## src/rtl/ps2_pkg.sv

```systemverilog
// ps2_pkg: shared types and constants for the PS/2 keycode receiver.
// Build option: PS2_PARITY_CHECK_EN (used by ps2_keycode_receiver).
package ps2_pkg;

    // Receive FSM states
    typedef enum logic [1:0] {
        ST_IDLE   = 2'd0,
        ST_DATA   = 2'd1,
        ST_PARITY = 2'd2,
        ST_STOP   = 2'd3
    } ps2_state_t;

    localparam logic [7:0] PS2_EXT_PREFIX = 8'hE0;
    localparam logic [7:0] PS2_BRK_PREFIX = 8'hF0;

    // One FIFO entry: prefix flags plus scan code
    typedef struct packed {
        logic       ext;
        logic       brk;
        logic [7:0] code;
    } key_event_t;

endpackage

```

## src/rtl/ps2_edge_filter.sv

```systemverilog
// ps2_edge_filter: 2-FF synchronisers on PS/2 clock and data, a stability
// filter on the clock, and a one-cycle fall pulse on filtered 1->0.
module ps2_edge_filter #(
    parameter int FILTER_LEN = 8
) (
    input  logic clk,
    input  logic rst,
    input  logic i_ps2_clk,
    input  logic i_ps2_data,
    output logic o_fall,
    output logic o_data
);

    localparam int CW = (FILTER_LEN > 1) ? $clog2(FILTER_LEN) : 1;

    logic [1:0]    r_clk_sync;
    logic [1:0]    r_data_sync;
    logic          r_filt;
    logic [CW-1:0] r_cnt;
    logic          r_fall;

    // Synchronise both lines; idle level of the bus is high
    always_ff @(posedge clk or negedge rst) begin
        if (!rst) begin
            r_clk_sync  <= 2'b11;
            r_data_sync <= 2'b11;
        end else begin
            r_clk_sync  <= {r_clk_sync[0], i_ps2_clk};
            r_data_sync <= {r_data_sync[0], i_ps2_data};
        end
    end

    // Filtered clock follows the synchronised clock only after it has
    // differed for FILTER_LEN consecutive cycles
    always_ff @(posedge clk or negedge rst) begin
        if (!rst) begin
            r_filt <= 1'b1;
            r_cnt  <= '0;
            r_fall <= 1'b0;
        end else begin
            r_fall <= 1'b0;
            if (r_clk_sync[1] != r_filt) begin
                if (r_cnt == CW'(FILTER_LEN - 1)) begin
                    r_filt <= r_clk_sync[1];
                    r_fall <= r_filt;
                    r_cnt  <= '0;
                end else begin
                    r_cnt <= r_cnt + 1'b1;
                end
            end else begin
                r_cnt <= '0;
            end
        end
    end

    assign o_fall = r_fall;
    assign o_data = r_data_sync[1];

endmodule

```

## src/rtl/ps2_keycode_receiver.sv

```systemverilog
// ps2_keycode_receiver: PS/2 frame receiver with E0/F0 prefix folding and
// a key-event FIFO. Build option: PS2_PARITY_CHECK_EN enables odd-parity
// checking; without it only start and stop bits are checked.
module ps2_keycode_receiver
    import ps2_pkg::*;
#(
    parameter int FILTER_LEN     = 8,
    parameter int TIMEOUT_CYCLES = 100000,
    parameter int FIFO_DEPTH     = 4
) (
    input  logic       clk,
    input  logic       rst,
    input  logic       ps2_clk,
    input  logic       ps2_data,
    output logic [7:0] key_code,
    output logic       key_ext,
    output logic       key_release,
    output logic       key_valid,
    input  logic       key_ready,
    output logic       err_frame,
    output logic       err_timeout,
    output logic       err_overflow
);

    localparam int AW  = $clog2(FIFO_DEPTH);
    localparam int WDW = $clog2(TIMEOUT_CYCLES + 1);

    logic w_fall;
    logic w_data;
    logic w_frame_ok;

    ps2_state_t     r_state;
    logic [2:0]     r_bitcnt;
    logic [7:0]     r_shift;
    logic [WDW-1:0] r_wd;
    logic           r_ext;
    logic           r_brk;
    logic           r_push;
    key_event_t     r_push_evt;
    logic           r_err_frame;
    logic           r_err_timeout;
    logic           r_err_overflow;
`ifdef PS2_PARITY_CHECK_EN
    logic           r_parity;
`endif

    key_event_t r_mem [FIFO_DEPTH];
    logic [AW:0] r_wptr;
    logic [AW:0] r_rptr;
    logic        w_empty;
    logic        w_full;
    logic        w_pop;
    logic        w_wr;
    key_event_t  w_head;

    ps2_edge_filter #(
        .FILTER_LEN (FILTER_LEN)
    ) u_filt (
        .clk        (clk),
        .rst        (rst),
        .i_ps2_clk  (ps2_clk),
        .i_ps2_data (ps2_data),
        .o_fall     (w_fall),
        .o_data     (w_data)
    );

`ifdef PS2_PARITY_CHECK_EN
    assign w_frame_ok = w_data && (^{r_parity, r_shift});
`else
    assign w_frame_ok = w_data;
`endif

    // Frame FSM, watchdog, prefix flags and the registered push request
    always_ff @(posedge clk or negedge rst) begin
        if (!rst) begin
            r_state       <= ST_IDLE;
            r_bitcnt      <= '0;
            r_shift       <= '0;
            r_wd          <= '0;
            r_ext         <= 1'b0;
            r_brk         <= 1'b0;
            r_push        <= 1'b0;
            r_push_evt    <= '0;
            r_err_frame   <= 1'b0;
            r_err_timeout <= 1'b0;
`ifdef PS2_PARITY_CHECK_EN
            r_parity      <= 1'b0;
`endif
        end else begin
            r_push        <= 1'b0;
            r_err_frame   <= 1'b0;
            r_err_timeout <= 1'b0;
            if (w_fall) begin
                r_wd <= '0;
                case (r_state)
                    ST_IDLE: begin
                        if (!w_data) begin
                            r_state  <= ST_DATA;
                            r_bitcnt <= '0;
                        end else begin
                            r_err_frame <= 1'b1;
                            r_ext       <= 1'b0;
                            r_brk       <= 1'b0;
                        end
                    end
                    ST_DATA: begin
                        r_shift  <= {w_data, r_shift[7:1]};
                        r_bitcnt <= r_bitcnt + 1'b1;
                        if (r_bitcnt == 3'd7) r_state <= ST_PARITY;
                    end
                    ST_PARITY: begin
`ifdef PS2_PARITY_CHECK_EN
                        r_parity <= w_data;
`endif
                        r_state  <= ST_STOP;
                    end
                    ST_STOP: begin
                        r_state <= ST_IDLE;
                        if (w_frame_ok) begin
                            if (r_shift == PS2_EXT_PREFIX) begin
                                r_ext <= 1'b1;
                            end else if (r_shift == PS2_BRK_PREFIX) begin
                                r_brk <= 1'b1;
                            end else begin
                                r_push     <= 1'b1;
                                r_push_evt <= '{ext: r_ext, brk: r_brk, code: r_shift};
                                r_ext      <= 1'b0;
                                r_brk      <= 1'b0;
                            end
                        end else begin
                            r_err_frame <= 1'b1;
                            r_ext       <= 1'b0;
                            r_brk       <= 1'b0;
                        end
                    end
                    default: r_state <= ST_IDLE;
                endcase
            end else if (r_state == ST_IDLE) begin
                r_wd <= '0;
            end else if (r_wd == WDW'(TIMEOUT_CYCLES - 1)) begin
                r_state       <= ST_IDLE;
                r_wd          <= '0;
                r_err_timeout <= 1'b1;
                r_ext         <= 1'b0;
                r_brk         <= 1'b0;
            end else begin
                r_wd <= r_wd + 1'b1;
            end
        end
    end

    assign w_empty = (r_wptr == r_rptr);
    assign w_full  = (r_wptr[AW] != r_rptr[AW]) && (r_wptr[AW-1:0] == r_rptr[AW-1:0]);
    assign w_pop   = !w_empty && key_ready;
    // A simultaneous pop frees the slot, so a push into a full FIFO is kept
    assign w_wr    = r_push && (!w_full || w_pop);

    // FIFO pointers and overflow pulse
    always_ff @(posedge clk or negedge rst) begin
        if (!rst) begin
            r_wptr         <= '0;
            r_rptr         <= '0;
            r_err_overflow <= 1'b0;
        end else begin
            r_err_overflow <= r_push && w_full && !w_pop;
            if (w_wr)  r_wptr <= r_wptr + 1'b1;
            if (w_pop) r_rptr <= r_rptr + 1'b1;
        end
    end

    // FIFO storage; contents are masked at the outputs while empty
    always_ff @(posedge clk) begin
        if (w_wr) r_mem[r_wptr[AW-1:0]] <= r_push_evt;
    end

    assign w_head       = r_mem[r_rptr[AW-1:0]];
    assign key_valid    = !w_empty;
    assign key_code     = key_valid ? w_head.code : '0;
    assign key_ext      = key_valid & w_head.ext;
    assign key_release  = key_valid & w_head.brk;
    assign err_frame    = r_err_frame;
    assign err_timeout  = r_err_timeout;
    assign err_overflow = r_err_overflow;

endmodule

```

## config.mk

```make
export PLATFORM = sky130hd
export DESIGN_NAME = ps2_keycode_receiver
export DESIGN_NICKNAME = d
export VERILOG_FILES = /design/src/rtl/ps2_pkg.sv /design/src/rtl/ps2_edge_filter.sv /design/src/rtl/ps2_keycode_receiver.sv
export SDC_FILE = /design/constraint.sdc
export NUM_CORES = 1
export LEC_CHECK = 0
export BUFFER_PORTS_ARGS = -buffer_cell sky130_fd_sc_hd__buf_2
export CORE_ASPECT_RATIO = 1.5
export CORE_MARGIN = 10
export CORE_UTILIZATION = 45
export DETAILED_ROUTE_END_ITERATION = 12
export PLACE_DENSITY_LB_ADDON = 0.2
export SYNTH_ARGS = -nofsm -noshare
export SYNTH_HDL_FRONTEND = slang
export SYNTH_SLANG_ARGS = --single-unit
export TNS_END_PERCENT = 5
```

## constraint.sdc

```tcl
create_clock -name clk -period 4.8 [get_ports clk]
set_input_delay 0.96 -clock clk [delete_from_list [all_inputs] [get_ports clk]]
set_output_delay 0.96 -clock clk [all_outputs]
set_load 0.05 [all_outputs]
```

== Yosys cells after proc, flatten, opt, wreduce, memory -nomap -nowiden ==
Memories as Yosys holds them, arrays and structs flattened.
Cells that the tools add are included.
Operators by class
  bitwise logic cells: 4
  mux-type cells: 43
  add/sub/neg operators: 5
  reduce and logical (&&, ||, !) cells: 19
  equality and inequality tests: 19
Operator list (count)
  $mux W17: 3
  $mux W1: 26
  $add A17 B1 Y17 const B: 1
  $eq A17 B17 Y1 const B: 1
  $eq A8 B8 Y1 const B: 2
  $reduce_and A5 Y1: 3
  $add A3 B1 Y3 const B: 4
  $mux W2: 5
  $mux W3: 3
  $mux W8: 1
  $pmux W2 S4: 1
  $eq A3 B3 Y1 const B: 2
  $ne A3 B3 Y1 const B: 2
  $pmux W1 S2: 3
  $pmux W3 S2: 1
  $logic_and A1 B1 Y1: 5
  $ne A5 B5 Y1 const B: 1
  $eq A2 B2 Y1 const B: 2
  $ne A2 B1 Y1 const B: 2
  $ne A4 B4 Y1 const B: 1
  $reduce_and A2 Y1: 2
  $reduce_and A4 Y1: 1
  $reduce_bool A2 Y1: 2
  $eq A3 B3 Y1: 1
  other kinds (10): 15
Storage, ports and cells
  input port bits: 5
  memories: 1
  register bits: 61
  memory bits (writable): 40
  output and inout bits: 14
  word-level logic and storage cells: 111
Memories
  r_mem: depth 4, bits a word 10, rd ports 1, clocked after memory_dff 0, wr ports 1, line ps2_keycode_receiver.sv:47  | key_event_t r_mem [FIFO_DEPTH];

== Depth between registers and ports, before layout ==
Gate-level depths: netlist of run 1.
  depth in word-level cells: 7
  depth in mapped cells: 7

== Modules after synthesis ==
A second synthesis of run 1 with hierarchy kept.
Second synthesis, totals
  cells, all modules: 298
  area total of the unflattened synthesis: 4327.9 um^2
By module, submodules not included
  ps2_keycode_receiver: times used 1, cells each 281, area an instance 4016.4 um^2, seq. area each 2502.4 um^2
  ps2_edge_filter: times used 1, cells each 17, area an instance 311.5 um^2, seq. area each 231.5 um^2

== Worst setup path before layout of run 1 ==
Ideal clock, no wire load.
  path kind: reg2out
  start point: register r_rptr[2]
  end point: output port key_code[0]
  buffers on the path: 1
  arrival time: 1.895 ns
  cell stages (with the launch flop): 5
  required time: 3.840 ns
  path slack: 1.945 ns
  path through: dfrtp_1 -> xor2_1 -> nand3b_1 -> clkbuf_1 -> and2_1
On the way
  word-level cells in the longest chain between the ends: 2
RTL lines
  start: declaration: line ps2_keycode_receiver.sv:49  | logic [AW:0] r_rptr;
  start signal: assignment: line ps2_keycode_receiver.sv:167  | if (w_pop) r_rptr <= r_rptr + 1'b1;
  $eq A3 B3 Y1: line ps2_keycode_receiver.sv:152  | assign w_empty = (r_wptr == r_rptr);
  $mux W8: line ps2_keycode_receiver.sv:178  | assign key_code = key_valid ? w_head.code : '0;
  end: declaration: line ps2_keycode_receiver.sv:15  | output logic [7:0] key_code,
No other way between the ends.

== Final worst setup path of run 1 ==
  start point: register r_rptr[0]
  end point: output port key_code[5]
On the way
  word-level cells in the longest chain between the ends: 2
  elaborated cells on any way between the ends: 3
  classes of those cells: eq/ne (1); mux (1); memory (1)
RTL lines (line)
  $mem_v2 Z4 W10 / $eq A3 B3 Y1 (equally long branches)
  $mux W8 (*): ps2_keycode_receiver.sv:178
Every way passes the cells marked *; elsewhere a longest branch is shown, timed or not.

==> flow_metrics.py, run 1 <==
metrics = {
    "synth": {
        "synth_warnings": 0,
        "synth_fp_nets": 329,
        "avgSynthCellArea_um2": 14.0,
        "netlist_instances": 310,
        "synth_top_flop_cell": "dfrtp_1",
        "synth_area_leaders": "dfrtp_1 32%, edfxtp_1 28%, mux4_2 5.2%",
        "ys_ff_latch": 101,
        "synth_area_leader_cell": "dfrtp_1",
        "synthDistinctLibCells": 44,
        "async_flop_share_pct": 60.4,
        "seq_area_frac_synth_pct": 63.2,
        "synth_area_um2": 4330,
        "synth.top_cell.area_share_pct": 32.4,
        "synth_edf_count": 40,
    },
    "floorplanning": {
        "num_rows": 43,
        "initial_core_util_pct": 46.5,
        "fp.dieH_um": 140,
        "die_w_um": 100,
        "ios": 19,
        "die_area_um2": 14000,
        "core_area_um2": 9310,
    },
    "setup_path": {
        "cp-startpoint": "r_rptr[0]$_DFFE_PN0P_",
        "r2r-start": "r_rptr[0]$_DFFE_PN0P_",
        "crit_chain": "xnor2_1, nand3b_1, and2_1, buf_2",
        "cp-end-kind": "primary output",
        "cp_num_buf_inv": 1,
        "crit_arrival_ns": 2.23,
        "reg2reg_to": "r_mem[3][2]$_DFFE_PP_",
        "r2r_cells": 3,
        "cp_slowest_cell": "dfrtp_1",
        "critPathMaxStageDelay_ns": 0.83,
        "cpLargestDelayFamily": "flip-flops",
        "reg2reg_slack_ns": 2.44,
        "worstSetupPathType": "register to primary output",
        "critPathLaunchType": "register",
        "path_max_fanout": 13,
        "worst_ep_required_time_ns": 3.84,
    },
    "timing": {
        "hold_viol": 0,
        "fin_crit_sh_pct": 66.4,
        "holdWs_ns": 0.358,
        "fin_crit_ns": 3.19,
        "final.setup_skew_ns": 0.00451,
        "rsz0062_at_grt": "no",
        "maxSlewViolCount": 0,
        "max_slew_margin_pct": 42.9,
        "worst_pin_slew_ns": 0.853,
        "timing.fmax_mhz": 314,
        "setup_violations": 0,
        "fin_setup_tns_ns": 0,
    },
    "routing": {
        "route.met3.wl_um": 272,
        "drt_wl_total_mm": 7.08,
        "vias": 2405,
        "avgViaCountPerCell": 5.37,
        "wl_met1_mm": 2.92,
        "post-route-drc-count": 0,
        "first_iter_violations": 76,
        "wl_per_cell_um": 15.8,
        "met2WireLength_mm": 3.73,
        "first_pass_iters": 4,
        "routed.top_layer": "met4",
        "ant_nets": 0,
    },
    "grt": {
        "grt_util_all_layers_pct": 10.7,
        "antenna_found_initial": 0,
        "grt_pass1_vias": 2520,
        "gr-total-overflow": 0,
        "grt_start_max_net_pins": 62,
        "grt_pass1_wl_mm": 12.1,
    },
    "power": {
        "finalPower_uw": 1840,
        "powerDensity_nw_per_um2": 375,
        "vdd_ir_drop_max_mv": 0.293,
        "p_leak_uw": 0.00202,
    },
    "cts": {
        "cts_num_sinks": 101,
        "cts_htree_levels": 3,
        "clock_latency_ns": 0.34,
        "cts-root-buf": "clkbuf_16",
        "clk_path_buf_depth": 2,
        "cts_resized": 0,
        "post-cts-setup-buffer-count": 0,
        "cts_buffers": 9,
        "cts_hold_buf": 0,
        "cts_tree": "built",
        "clkSlewWorstSetupHoldPaths_ns": 0.07,
    },
    "placement": {
        "post_dp_cell_area_um2": 4530,
        "portBuffers": 18,
        "dpl.hpwl_mm": 4.82,
        "routabilityCongestion": 0.781,
    },
    "cells_and_area": {
        "area_growth_syn_to_layout_pct": 13.2,
        "mostFrequentLayoutCells": "56 x dfrtp_1, 40 x edfxtp_1, 23 x nor2_1",
        "final_common_cell": "dfrtp_1",
        "design_area_um2": 4900,
        "drive_gt1_share_pct": 20.5,
        "diodes": 0,
        "nets": 350,
    },
    "job": {
        "maxCapViolations": 0,
    },
    "run_status": {
        "outcome": "completed",
    },
    "worst_hold_path": {
        "worstHoldStart": "u_filt.r_clk_sync[0]$_DFF_PN1_",
        "min_to": "u_filt.r_clk_sync[1]$_DFF_PN1_",
        "hold_class": "register to register",
        "whs_path_depth": 0,
    },
}
area by class of cell:
class | instances | area (um^2)
clock buffers | 10 | 239
clock inverters | 6 | 133
fillers | 788 | 4410
inverters | 12 | 45.0
multi-input cells | 188 | 1510
flip-flops and latches | 101 | 2730
well taps | 112 | 140
repair buffers | 19 | 97.6
logic make-up after synthesis:
group,share of synthesized area (%)
flip-flops,63.2
AND/OR/NAND/NOR,12.5
AO/OA/AOI/OAI,4.74
multiplexers,9.37
XOR/XNOR,4.25
buffers and inverters,1.91
adder cells (fa/ha/maj),4.05
synth_stat cells (all sizes together), types with 3 or more instances:
cell type / count
buf: 4
o21ai: 7
inv: 12
nand4: 5
mux4: 10
nor2: 23
dfrtp: 56
edfxtp: 40
mux2: 16
nand3: 12
a22oi: 3
ha: 14
nor3: 4
clkbuf: 5
or3: 4
xor2: 7
a211oi: 4
a21oi: 4
dfstp: 5
xnor2: 14
and2: 17
nand2: 15
nor4: 4
per-layer routing:
layer / global-route usage (%) / vias to the layer above
met1: 11.7 / 1189
met3: 3.35 / 14
met2: 18.2 / 28
met4: 5.30 / 0
met5: 0 / -
li1: - / 1174
sequential cells by signal (all words and copies together), names as in the netlist, 2 cells and up:
| name | cells |
|---|---|
| r_mem | 40 |
| r_wd | 17 |
| r_push_evt | 10 |
| r_shift | 8 |
| r_bitcnt | 3 |
| r_rptr | 3 |
| r_wptr | 3 |
| u_filt.r_cnt | 3 |
| r_state | 2 |
| u_filt.r_clk_sync | 2 |
| u_filt.r_data_sync | 2 |
stage by stage:
| stage | instances | worst slack, ns | utilization, % |
|---|---|---|---|
| after global routing | 448 | 1.32 | 52.6 |
| after detailed placement | 432 | 1.86 | 48.6 |
| after floorplan | 310 | 1.95 | - |
| after global placement | 432 | 1.93 | 48.6 |
| after CTS | 448 | 1.48 | 52.6 |
| final | 448 | 1.61 | 52.6 |
worst register-to-register path: cells and delay by family (launching register included):
kind	cells	cell delay [ns]
compound gates	1	0.37
xor+xnor	1	0.23
flops	1	0.83
simple gates	1	0.56
where the power goes:
part           total, uW  internal (uW)  switching [uW]
Combinational       38.0           15.9            22.1
Sequential           920            911            8.53
Clock                879            576             303
Total               1840           1500             333
worst max-delay path by stage:
| stage | endpoint | slack, ns | depth (start not counted) |
|---|---|---|---|
| finish | key_code[5] | 1.61 | 4 |
| global route | key_code[5] | 1.32 | 4 |
| CTS | key_ext | 1.48 | 4 |
| detailed placement | key_ext | 1.86 | 4 |
| global placement | key_code[6] | 1.93 | 4 |
| floorplan | key_code[0] | 1.95 | 4 |
No activity file was read; power rests on OpenSTA's default activity.
==> run 2: changes to the inputs <==
==> constraint.sdc (replaced) <==
create_clock -name clk -period 3.3 [get_ports clk]
set_input_delay 0.66 -clock clk [delete_from_list [all_inputs] [get_ports clk]]
set_output_delay 0.66 -clock clk [all_outputs]
set_load 0.05 [all_outputs]
==> run 2 against run 1 <==
  * Clock-buffer cell count is 3 higher
  * Hold slack worse by 0.080 ns
  * Sequential share of layout area is 0.56 points higher
  * Cell count is 0.45% higher
  * Clock power is 23% higher
  * Sequential power is 46% higher
  * Wire length is 3.5% higher
  * Worst setup slack worse by 1.1 ns
  * Via count hardly changed
  * Power is 35% higher
  * Largest power group unchanged
==> flow_metrics.py, run 2 (synthesized netlist as in run 1, its figures left out) <==
metrics = {
    "setup_path": {
        "r2r-start": "r_rptr[1]$_DFFE_PN0P_",
        "cp-end-kind": "primary output",
        "crit_arrival_ns": 2.13,
        "path_max_fanout": 13,
        "worst_ep_required_time_ns": 2.64,
        "reg2reg_to": "r_mem[3][5]$_DFFE_PP_",
        "critPathLaunchType": "register",
        "cp_slowest_cell": "dfrtp_1",
        "crit_chain": "xnor2_1, nand3b_1, and2_1, buf_2",
        "reg2reg_slack_ns": 1.08,
        "critPathMaxStageDelay_ns": 0.59,
        "r2r_cells": 3,
        "worstSetupPathType": "register to primary output",
    },
    "cells_and_area": {
        "final_common_cell": "dfrtp_1",
        "seq_area_um2": 2730,
        "area_growth_syn_to_layout_pct": 12.1,
        "nFillCells": 804,
        "drive_gt1_share_pct": 21.0,
        "multiInputGateArea_um2": 1510,
        "nets": 352,
        "diodes": 0,
        "mostFrequentLayoutCells": "56 x dfrtp_1, 40 x edfxtp_1, 23 x nor2_1",
        "largest_reg_flops": 40,
    },
    "power": {
        "vdd_ir_drop_max_mv": 0.293,
        "p_leak_uw": 0.00199,
        "powerDensity_nw_per_um2": 510,
    },
    "floorplanning": {
        "fp.dieH_um": 140,
        "core_area_um2": 9310,
        "num_rows": 43,
        "die_w_um": 100,
        "initial_core_util_pct": 46.5,
        "ios": 19,
        "die_area_um2": 14000,
    },
    "cts": {
        "cts_resized": 0,
        "cts_hold_buf": 0,
        "clk_path_buf_depth": 2,
        "cts_htree_levels": 3,
        "cts-root-buf": "clkbuf_16",
        "clkSlewWorstSetupHoldPaths_ns": 0.07,
        "cts_buffers": 9,
        "cts_num_sinks": 101,
        "clock_latency_ns": 0.34,
        "cts_tree": "built",
        "post-cts-setup-buffer-count": 0,
    },
    "grt": {
        "grt_busiest_layer": "met2",
        "grt_pass1_vias": 2578,
        "gr-usage-met3_pct": 3.79,
        "antenna_found_initial": 0,
        "grt_pass1_wl_mm": 12.4,
        "grt_start_max_net_pins": 41,
        "met2_usage_pct": 18.8,
        "gr-total-overflow": 0,
        "grtUsageMet1_pct": 12.0,
        "grt_util_all_layers_pct": 11.1,
    },
    "routing": {
        "avgViaCountPerCell": 5.35,
        "drt_wl_total_mm": 7.33,
        "wl_per_cell_um": 16.3,
        "ant_nets": 0,
        "vias": 2406,
        "first_iter_violations": 76,
        "post-route-drc-count": 0,
        "first_pass_iters": 6,
    },
    "timing": {
        "worst_pin_slew_ns": 0.590,
        "max_slew_margin_pct": 60.7,
        "timing.fmax_mhz": 359,
        "fin_crit_sh_pct": 84.5,
        "hold_viol": 0,
        "fin_crit_ns": 2.79,
        "setup_violations": 0,
        "fin_setup_tns_ns": 0,
        "holdWs_ns": 0.277,
        "maxSlewViolCount": 0,
        "final.setup_skew_ns": 0.00493,
        "rsz0062_at_grt": "no",
    },
    "placement": {
        "portBuffers": 18,
        "dpl.hpwl_mm": 5.00,
        "routabilityCongestion": 0.801,
    },
    "worst_hold_path": {
        "hold_class": "input port to async pin",
    },
    "run_status": {
        "outcome": "completed",
    },
    "job": {
        "maxCapViolations": 0,
    },
}
run 2: cell types whose count changed in the layout (fill, tap and decap cells not counted):
| cell | previous run | this run |
|---|---|---|
| clkbuf_8 | 1 | 2 |
| bufinv_16 | 4 | 1 |
| inv_6 | 1 | 0 |
| clkbuf_4 | 0 | 1 |
| buf_4 | 1 | 3 |
| clkbuf_1 | 0 | 1 |
| clkinv_1 | 1 | 0 |
| clkinv_2 | 0 | 1 |
| clkinv_4 | 0 | 1 |
run 2: per-layer routing:
metal | wire length, um | vias up
met1 | 3040 | 1189
met3 | 293 | 15
met2 | 3810 | 31
met4 | 186 | 0
met5 | 0 | -
li1 | - | 1171
run 2: through the flow:
step | util [%] | total power (uW) | instances | cell area (um^2) | setup slack [ns]
3_3_place_gp | 48.8 | 1420 | 434 | 4540 | 0.907
3_5_place_dp | 48.8 | 1420 | 434 | 4540 | 0.816
6_report | 52.1 | 2470 | 450 | 4850 | 0.513
5_1_grt | 52.1 | 2560 | 450 | 4850 | 0.290
2_1_floorplan | - | 1390 | 310 | 4330 | 0.745
4_1_cts | 52.1 | 2500 | 450 | 4850 | 0.437
run 2: cell type report:
| type | instances | area share [%] |
|---|---|---|
| Timing Repair Buffer | 21 | 2.32 |
| Clock buffer | 13 | 5.45 |
| Sequential cell | 101 | 56.4 |
| Multi-Input combinational cell | 188 | 31.1 |
| Inverter | 12 | 0.929 |
| Clock inverter | 3 | 0.903 |
| Tap cell | 112 | 2.89 |
run 2: worst max path at each step:
stage,slack [ns],endpoint,start,cells past startpoint
2_1_floorplan,0.75,key_code[0],r_rptr[2]$_DFFE_PN0P_,4
3_3_place_gp,0.91,key_code[6],r_rptr[1]$_DFFE_PN0P_,4
3_5_place_dp,0.82,key_ext,r_rptr[1]$_DFFE_PN0P_,4
4_1_cts,0.44,key_ext,r_rptr[1]$_DFFE_PN0P_,4
5_1_grt,0.29,key_ext,r_rptr[1]$_DFFE_PN0P_,4
6_report,0.51,key_ext,r_rptr[1]$_DFFE_PN0P_,4
run 2: report_power, final:
group / internal [uW] / switching (uW)
sequential: 1330 / 11.8
combinational: 23.6 / 33.7
clock: 638 / 438
run 2: critical path, delay by kind of cell, from the launching register on:
| family | cells | cell delay, ns |
|---|---|---|
| and+or+nand+nor | 2 | 0.61 |
| DFF | 1 | 0.59 |
| xor gates and xnor gates | 1 | 0.38 |
| buffers and inverters | 1 | 0.21 |
==> run 3: changes to the inputs <==
==> constraint.sdc (replaced) <==
create_clock -name clk -period 2.45 [get_ports clk]
set_input_delay 0.49 -clock clk [delete_from_list [all_inputs] [get_ports clk]]
set_output_delay 0.49 -clock clk [all_outputs]
set_load 0.05 [all_outputs]
==> run 3 against run 2 <==
  * Clock skew up 0.0014 ns
  * Sequential share of layout area is 0.40 points lower
  * Highest routed layer unchanged
  * Register-to-register slack got worse by 0.63 ns
  * Cell count grew 0.67%
  * Critical endpoint is now key_code[6]
  * Combinational power rose by 36%
  * Worst setup slack got worse by 0.41 ns
  * Critical path depth unchanged
  * Clock-buffer cell count fell by 4
==> flow_metrics.py, run 3 (synthesized netlist as in run 1, its figures left out) <==
metrics = {
    "run_status": {
        "outcome": "completed",
    },
    "cts": {
        "cts_htree_levels": 3,
        "cts_num_sinks": 101,
        "cts_buffers": 9,
        "cts_tree": "built",
        "clk_path_buf_depth": 2,
        "cts_hold_buf": 0,
        "clock_latency_ns": 0.34,
        "clkSlewWorstSetupHoldPaths_ns": 0.07,
        "cts-root-buf": "clkbuf_16",
    },
    "setup_path": {
        "critPathMaxStageDelay_ns": 0.52,
        "cp_slowest_cell": "mux4_2",
        "cp-end-kind": "primary output",
        "cp-startpoint": "r_rptr[0]$_DFFE_PN0P_",
        "crit_chain": "buf_6, mux4_2, and2_1, buf_2",
        "cpLargestDelayFamily": "multiplexers",
        "r2r-start": "r_wd[0]$_DFF_PN0_",
        "worstSetupPathType": "register to primary output",
        "crit_arrival_ns": 1.86,
        "critPathLaunchType": "register",
        "worst_ep_required_time_ns": 1.96,
        "path_max_fanout": 12,
        "cp_num_buf_inv": 2,
    },
    "timing": {
        "final.setup_skew_ns": 0.00637,
        "max_slew_margin_pct": 62.1,
        "maxSlewViolCount": 0,
        "hold_viol": 0,
        "timing.fmax_mhz": 426,
        "fin_setup_tns_ns": 0,
        "worst_pin_slew_ns": 0.569,
        "fin_crit_sh_pct": 95.9,
        "setup_violations": 0,
        "layout_setup_ws_ns": 0.101,
        "fin_crit_ns": 2.35,
        "rsz0062_at_grt": "no",
    },
    "routing": {
        "post-route-drc-count": 0,
        "vias": 2419,
        "wl_per_cell_um": 15.8,
        "avgViaCountPerCell": 5.34,
        "first_iter_violations": 90,
        "first_pass_iters": 4,
        "drt_wl_total_mm": 7.16,
        "ant_nets": 0,
    },
    "grt": {
        "grt_start_max_net_pins": 39,
        "gr-total-overflow": 0,
        "antenna_found_initial": 0,
        "grt_pass1_wl_mm": 12.4,
        "grt_pass1_vias": 2611,
        "grt_util_all_layers_pct": 10.8,
    },
    "placement": {
        "place_worst_setup_slack_ns": 0.373,
        "dpl.hpwl_mm": 4.89,
        "portBuffers": 18,
        "routabilityCongestion": 0.796,
        "post_dp_cell_area_um2": 4560,
    },
    "power": {
        "vdd_ir_drop_max_mv": 0.453,
        "powerDensity_nw_per_um2": 678,
        "p_leak_uw": 0.00201,
    },
    "cells_and_area": {
        "final_common_cell": "dfrtp_1",
        "largest_reg_flops": 40,
        "nets": 355,
        "diodes": 0,
        "finish.utilization_pct": 52.5,
        "mostFrequentLayoutCells": "56 x dfrtp_1, 40 x edfxtp_1, 23 x nor2_1",
        "design_area_um2": 4880,
        "drive_gt1_share_pct": 22.0,
        "area_growth_syn_to_layout_pct": 12.9,
    },
    "floorplanning": {
        "core_area_um2": 9310,
        "die_area_um2": 14000,
        "ios": 19,
        "die_w_um": 100,
        "num_rows": 43,
        "initial_core_util_pct": 46.5,
        "fp.dieH_um": 140,
    },
    "worst_hold_path": {
        "hold_class": "input port to async pin",
    },
    "job": {
        "maxCapViolations": 0,
    },
}
-- run 3: changes by cell type in the layout (fill, tap and decap cells not counted), sizes merged --
cell / change
buf: +3
inv: +4
clkbuf: -4
-- run 3: per-stage QoR --
stage / hold WS, ns / std cells / total power (uW)
after floorplan: 0.194 / 310 / 1870
after global placement: 0.347 / 435 / 1910
after detailed placement: 0.348 / 435 / 1920
after CTS: 0.141 / 453 / 3370
after global routing: 0.173 / 453 / 3450
final: 0.133 / 453 / 3310
-- run 3: final cells by class --
| cell class | count | area, um^2 |
|---|---|---|
| sequential | 101 | 2730 |
| clock buffer | 9 | 225 |
| timing repair buffer | 24 | 151 |
| tap | 112 | 140 |
| clock inverter | 7 | 78.8 |
| inverter | 12 | 45.0 |
| multi-input combinational | 188 | 1510 |
| fill | 784 | 4420 |
-- run 3: worst reg2reg max path, delay by kind of cell (launching register included) --
kind / cells / cell delay [ns]
adder cells (fa/ha/maj): 1 / 0.26
AND/OR/NAND/NOR: 4 / 1.19
flip-flops: 1 / 0.41
-- run 3: what timing repair did --
action	in CTS	in global routing
setup buffers	2	0
pin swaps	1	0
gates resized for setup	0	1
endpoints found under the setup margin	9	10
cloned	0	0
-- run 3: path summary, 6_finish.rpt --
path | end | slack (ns) | cells past startpoint
max | key_code[6] | 0.10 | 4
min | u_filt.r_cnt[0]$_DFF_PN0_ | 0.13 | 1
max reg2reg | r_wd[11]$_DFF_PN0_ | 0.45 | 5
min reg2reg | u_filt.r_data_sync[1]$_DFF_PN1_ | 0.36 | 0
max in group asynchronous | u_filt.r_data_sync[0]$_DFF_PN1_ | 1.68 | 2
min in group clk | u_filt.r_clk_sync[0]$_DFF_PN1_ | 0.24 | 1
-- run 3: layer usage --
metal | vias to the layer above | global-route usage, % | share of wire, %
met1 | 1193 | 11.6 | 40
met3 | 9 | 3.05 | 4.3
met4 | 0 | 4.33 | 1.5
met2 | 38 | 19.3 | 54
met5 | - | 0 | 0
li1 | 1179 | - | -
-- run 3: power by group --
| group | switching (uW) | leakage (uW) | internal, uW |
|---|---|---|---|
| Combinational | 44.4 | 0.000653 | 33.4 |
| Sequential | 17.1 | 0.00121 | 1780 |
| Clock | 626 | 0.000151 | 806 |
| Total | 687 | 0.00201 | 2620 |
